File: config.mk
export PLATFORM = sky130hd
export DESIGN_NAME = ocp_slave_fsm
export DESIGN_NICKNAME = d
export VERILOG_FILES = /design/src/rtl/ocp_slave_fsm.sv
export SDC_FILE = /design/constraint.sdc
export NUM_CORES = 1
export LEC_CHECK = 0
export CAP_MARGIN = 20
export CORE_UTILIZATION = 37
export CTS_BUF_LIST = sky130_fd_sc_hd__clkbuf_8
export DETAILED_ROUTE_END_ITERATION = 6
export PLACE_DENSITY = 0.89
export REMOVE_ABC_BUFFERS = 1
export SLEW_MARGIN = 20
export SYNTH_ARGS = -nofsm -noshare
export SYNTH_HDL_FRONTEND = slang
export SYNTH_SLANG_ARGS = --single-unit
File: constraint.sdc
create_clock -name Clk -period 3.1 [get_ports Clk]
set_input_delay 0.62 -clock Clk [delete_from_list [all_inputs] [get_ports Clk]]
set_output_delay 0.62 -clock Clk [all_outputs]
set_load 0.02 [all_outputs]
File: src/rtl/ocp_slave_fsm.sv
// OCP 2.2 slave controller: accepts WR/RD beats, drives a memory-style backend, returns in-order responses.
// Define OCP_SLAVE_WRESP_EN to make writes non-posted (DVA response per accepted WR).
module ocp_slave_fsm #(
    parameter int ADDR_WIDTH  = 64,
    parameter int DATA_WIDTH  = 8,
    parameter int OUTSTANDING = 4
) (
    input  logic                  Clk,
    input  logic                  MReset_n,
    input  logic                  EnableClk,
    input  logic [2:0]            MCmd,
    input  logic [ADDR_WIDTH-1:0] MAddr,
    input  logic [DATA_WIDTH-1:0] MData,
    input  logic [9:0]            MBurstLength,
    input  logic                  MReqLast,
    output logic                  SCmdAccept,
    output logic [1:0]            SResp,
    output logic [DATA_WIDTH-1:0] SData,
    output logic                  SRespLast,
    output logic                  burst_err,
    input  logic                  bus_ready,
    output logic [ADDR_WIDTH-1:0] bus_addr,
    output logic                  bus_wr_en,
    output logic [DATA_WIDTH-1:0] bus_wr_data,
    output logic                  bus_rd_en,
    input  logic                  bus_rd_valid,
    output logic                  bus_rd_ready,
    input  logic [DATA_WIDTH-1:0] bus_rd_data
);
    localparam int PW = $clog2(OUTSTANDING);
    localparam logic [1:0] RESP_NULL = 2'b00, RESP_DVA = 2'b01, RESP_ERR = 2'b11;

    typedef enum logic [1:0] {K_RD = 2'd0, K_WR = 2'd1, K_ERR = 2'd2} kind_t;
    typedef struct packed {
        kind_t kind;
        logic  last;
    } ent_t;

    ent_t            fifo [OUTSTANDING];
    logic [PW-1:0]   wr_ptr, rd_ptr;
    logic [PW:0]     count;
    logic [9:0]      beat_cnt;

    logic            is_idle, is_wr, is_rd, unsup, full, empty, is_last, push, pop;
    logic [9:0]      len;
    ent_t            head, push_ent;

    assign is_idle = (MCmd == 3'b000);
    assign is_wr   = (MCmd == 3'b001);
    assign is_rd   = (MCmd == 3'b010);
    assign unsup   = !(is_idle | is_wr | is_rd);
    assign full    = (count == (PW+1)'(OUTSTANDING));
    assign empty   = (count == '0);
    assign len     = (MBurstLength == 10'd0) ? 10'd1 : MBurstLength;
    assign is_last = (beat_cnt == len - 10'd1);
    assign head    = fifo[rd_ptr];

    // Unsupported codes are answered locally with ERR, so they need no backend readiness.
    assign SCmdAccept   = EnableClk & !full & !is_idle & (bus_ready | unsup);
    assign bus_wr_en    = SCmdAccept & is_wr;
    assign bus_rd_en    = SCmdAccept & is_rd;
    assign bus_addr     = MAddr;
    assign bus_wr_data  = MData;
    assign bus_rd_ready = EnableClk & !empty & (head.kind == K_RD);
    assign pop          = EnableClk & !empty & ((head.kind != K_RD) | bus_rd_valid);

    always_comb begin
        push     = 1'b0;
        push_ent = '{kind: K_ERR, last: 1'b1};
        if (SCmdAccept) begin
            if (unsup) begin
                push = 1'b1;
            end else if (is_rd) begin
                push     = 1'b1;
                push_ent = '{kind: K_RD, last: is_last};
            end
`ifdef OCP_SLAVE_WRESP_EN
            else if (is_wr) begin
                push     = 1'b1;
                push_ent = '{kind: K_WR, last: is_last};
            end
`endif
        end
    end

    always_ff @(posedge Clk) begin
        if (EnableClk && push) fifo[wr_ptr] <= push_ent;
    end

    always_ff @(posedge Clk or negedge MReset_n) begin
        if (!MReset_n) begin
            wr_ptr    <= '0;
            rd_ptr    <= '0;
            count     <= '0;
            beat_cnt  <= '0;
            SResp     <= RESP_NULL;
            SData     <= '0;
            SRespLast <= 1'b0;
            burst_err <= 1'b0;
        end else if (EnableClk) begin
            if (push) wr_ptr <= wr_ptr + 1'b1;
            if (pop)  rd_ptr <= rd_ptr + 1'b1;
            count <= count + (PW+1)'(push) - (PW+1)'(pop);
            if (SCmdAccept && !unsup)
                beat_cnt <= (is_last | MReqLast) ? 10'd0 : beat_cnt + 10'd1;
            burst_err <= SCmdAccept & (MReqLast != is_last);
            if (pop) begin
                SResp     <= (head.kind == K_ERR) ? RESP_ERR : RESP_DVA;
                SData     <= (head.kind == K_RD) ? bus_rd_data : '0;
                SRespLast <= head.last;
            end else begin
                SResp     <= RESP_NULL;
                SData     <= '0;
                SRespLast <= 1'b0;
            end
        end
    end
endmodule
==> results <==
- Synthesis produced a netlist whose cell count is 280.
- In the post-route analysis, the smallest setup slack over all paths is -147.3 ps.
- The cell area after synthesis is 2698 sq um.
- The number of global-route vias before repair is 1920.
- The predominant post-synthesis flop cell is dfrtp_1.
- The share of total power dissipated in sequential elements is between 40% and 50%.
- The total number of nets in the final design is 388.
- Of the total power, combinational logic draws 35.7%.
- The chip height is between 80 and 90 um.
- The average detailed-routed wire length per instance is 31.07 um.
- Ranked by total cell area, the synthesized netlist is headed by dfrtp_1, buf_4, edfxtp_1, xnor2_1, ha_1.
- The category of the critical setup timing path is in2reg.
- Sequential elements use 35.81% of the synthesized area.
- The horizontal die dimension is 87.39 um.
- The number of buffers and inverters on the critical path is 2.
- Adding up every negative setup slack in the final design gives -1046 ps.
- Setup repair after global routing could not meet its margin everywhere.
- The number of storage elements in the synthesis netlist is 37.
- Summed over all cells, the static leakage comes to 0.001260 uW.
- The cell type of the slowest stage on the worst timing path is or3_4.
- The die covers ~7600 sq um.
- The path class of the tightest hold or removal check is reg2reg.
- The flow ran to the end, but the final reports show violations.
- The most frequent cell on the critical path is nor2_1.
- Once layout is done, the placed cells without fillers occupy 3050 sq um.
- The number of remaining DRC errors is 0.
- The peak supply drop is 0.2012 mV.
- After filler insertion, the fill cell instance count of the layout stands at between 600 and 700.
- The first routing iteration left 142 violations.
- The final layout contains routed wiring with a total length of 11710 um.
- Across all hold checks on the routed design, the worst slack comes to 481.8 ps.
- 187 I/O pins were placed.
- The arrival time at the worst endpoint is 3430 ps.
- The clock tree skew after final layout is 2.121 ps.
- The minimum clock period after layout is 3247 ps.
- The starting density of the core is 39.06%.
- The clock-pin slew on the worst setup and hold paths is 70 ps.
- Measured against its own limit, the worst slew margin works out to about three fifths.
- The cell row count is 30.
- The share of Yosys cell area claimed by the top area cell type is 26.90%.
- The global-route usage over all layers is roughly 31%.
- The synthesized netlist contains 50 unique library cells.
- The post-route netlist has between 20% and 30% of its cells at a drive strength greater than 1.
- The power density of the placed cells is 578.1 nW/um^2.
- The measured slew at the worst slew-check pin is around 620 ps.
- The pre-CTS setup slack is -910.7 ps.
- Entering global routing, the biggest net connects 30 pins.
- The fraction of power spent switching nets is between 30 and 40%.
- Summing all multi-input logic gate instances after layout gives 1170 sq um.
- The period utilization is 104.8%.
- Setup violations remaining at the end of the flow were counted as 9.
- The family of cells with the greatest summed delay on the critical path is simple AND/OR/NAND/NOR gates.
- The synthesized design spends more area on one cell type than any other, namely dfrtp_1.
- The cell area after placement is 2834 sq um.
- The placer congestion estimate is 0.9777.
- The count of clock tree sinks is 37.
- In the routed layout, each cell is associated on average with a via count of 5.369.
- The type of destination of the critical path is a flop.
- The area of the core is between 6000 and 7000 sq um.
- Yosys printed 0 warnings.
- After global routing, the most crowded layer is met2.
- The number of antenna violations at the first check in global routing is 1.
- The deepest clock path buffer count is 2.
- The number of buffers inserted by hold repair at cts is 0.
- At the end of the flow the core is filled with cells to 44.17%.
- The net switching component of the power is slightly below 600 uW.
- The count of endpoints failing hold in the final timing report came to 0.
- The final-report max-slew violation count is 0.
- The antenna violation net count after detailed routing is 0.
- After global routing the overflow that remains totals 0.
- The later pin in the worst-skew pair is clocked with a latency of 290 ps.
- In the final layout, flip-flops and latches occupy between 900 and 1000 sq um.
- The final reports fail on setup timing.
- Sorting the synthesized cells by how often they occur yields buf_4, dfrtp_1, inv_1, nor2_1, xnor2_1.
- Detailed placement ended at an HPWL of 10310 um.
- The number of input and output port buffers inserted is 42.
- In the post-synthesis netlist, the cell with the most instances is buf_4.
- Per report_power, the clock group accounts for between 20% and 30% of the total.
- The clock tree synthesis step divided the H-tree into 2 levels.
- In this run, CTS created clock tree buffers numbering 5.
- The clock root buffer is clkbuf_8.
- The share of async-settable or async-resettable flops after synthesis is between 70% and 80%.
- The first-pass iteration count of the detailed router is 4.
- The first global-routing pass estimated 15170 um of wire.
- The met2 routing resource usage after global routing is 42.40%.
- The overall via count from detail_route is 2024.
- The clock tree from TritonCTS is yes.
- The maximum fanout along the worst path is 8.
- The count of flip-flops with a built-in enable after synthesis is 8.
- For the worst setup path, the data required time is 3280 ps.
- From synthesis to final layout, the design area changed by 13.08%.
- The stage delay of the slowest cell on the critical path is 370 ps.
- After synthesis, the mean cell area works out to around 9.6 sq um.
- Global routing used 24.23% of the available met1 tracks.
- The met3 layer usage reported by global route is a little over a third.
- STA classifies the critical path startpoint as a primary input.
- The internal power summed over all cells is 1180 uW.
- The upper clock frequency limit is approximately 0.31 GHz.
- The critical path goes through buf_6 > or3_4 > or2_4 > nor4b_4 > nor2_1 > ha_1 > xor2_1 > o221ai_1 > nor4_1 > nand4_1 > or2_1 > ha_4 > buf_4 > nor2_4 > nor2_1.
- The number of max-capacitance violations reported is 0.
cell families (layout without fill, tap and decap cells):
kind of cell | after synthesis | after routing | synth area share (%)
and+or+nand+nor | 74 | 74 | 15.82
muxes | 3 | 3 | 2.087
AOI/OAI and AO/OA | 42 | 42 | 11.18
adders and majority gates | 11 | 11 | 5.288
DFF | 37 | 37 | 35.81
buffers and inverters | 93 | 93 | 23.33
xor gates and xnor gates | 20 | 20 | 6.494
other | 0 | 1 | 0
worst register-to-register path: cells and delay by family, from the launching register on:
family,cells,cell delay (ps)
AND/OR/NAND/NOR,3,260
buffers and inverters,2,110
adder cells (fa/ha/maj),3,810
XOR/XNOR,2,290
flip-flops,1,470
multiplexers,1,570
flip-flops by register name, summed over array words and instances (netlist names):
| register | flops |
|---|---|
| SResp | 2 |
| wr_ptr | 2 |
| rd_ptr | 2 |
| count | 3 |
| fifo | 8 |
| burst_err | 1 |
| SRespLast | 1 |
| beat_cnt | 10 |
| SData | 8 |
power by group through the flow:
| stage | sequential (uW) | combinational (uW) | clock, uW |
|---|---|---|---|
| 2_1_floorplan | 754 | 317 | 0 |
| 3_3_place_gp | 718 | 590 | 0 |
| 3_5_place_dp | 730 | 619 | 0 |
| 4_1_cts | 721 | 627 | 415 |
| 5_1_grt | 740 | 690 | 435 |
| 6_report | 722 | 629 | 412 |
stage by stage:
| step | std cells | total power (uW) |
|---|---|---|
| 2_1_floorplan | 201 | 1070 |
| 3_3_place_gp | 362 | 1308 |
| 3_5_place_dp | 362 | 1349 |
| 4_1_cts | 373 | 1763 |
| 5_1_grt | 376 | 1865 |
| 6_report | 377 | 1763 |
final timing paths:
| check | start | end | slack, ps | cells after the start |
|---|---|---|---|---|
| setup / recovery | MBurstLength[7] | beat_cnt[5] | -150 | 15 |
| hold / removal | SResp[0] | SResp[0] | 480 | 1 |
| setup reg to reg | rd_ptr[0] | count[2] | 490 | 11 |
| hold reg to reg | SResp[0] | SResp[0] | 480 | 1 |
| max in group asynchronous | MReset_n | wr_ptr[1] | 2120 | 2 |
| min in group asynchronous | MReset_n | SData[1] | 710 | 2 |
area by class of cell:
type,count,area share [%]
multi-input cells,150,38.35
diodes,1,0.08203
inverters,14,1.723
repair buffers,71,20.63
well taps,96,3.938
clock inverters,3,1.354
clock buffers,5,2.256
flip-flops and latches,37,31.67
timing repair:
item | 4_1_cts | 5_1_grt
pin swaps | 16 | 8
setup buffers | 3 | 3
setup endpoints to repair | 15 | 16
resized for setup | 28 | 9
metal layers:
layer / vias up / wire [um] / share of wire (%)
met5: - / 0 / 0
met4: 0 / 929 / 7.9
met3: 43 / 3141 / 27
met2: 178 / 4478 / 38
met1: 913 / 3162 / 27
li1: 890 / - / -
placed cells by master (no fill, tap or decap), drive strengths merged, types with 3 or more instances in the layout:
cell type	instances
clkdlybuf4s50	37
buf	32
dfrtp	29
inv	14
nor2	14
xnor2	13
nand2	12
o21ai	12
a22o	11
ha	9
edfxtp	8
xor2	7
nor3	6
and2	6
nor2b	5
nand3	5
clkbuf	5
nor4	4
nand2b	3
nand4	3
a21o	3
o31ai	3
or2	3
or3	3
a21oi	3
Power figures use the tool's default switching activity.
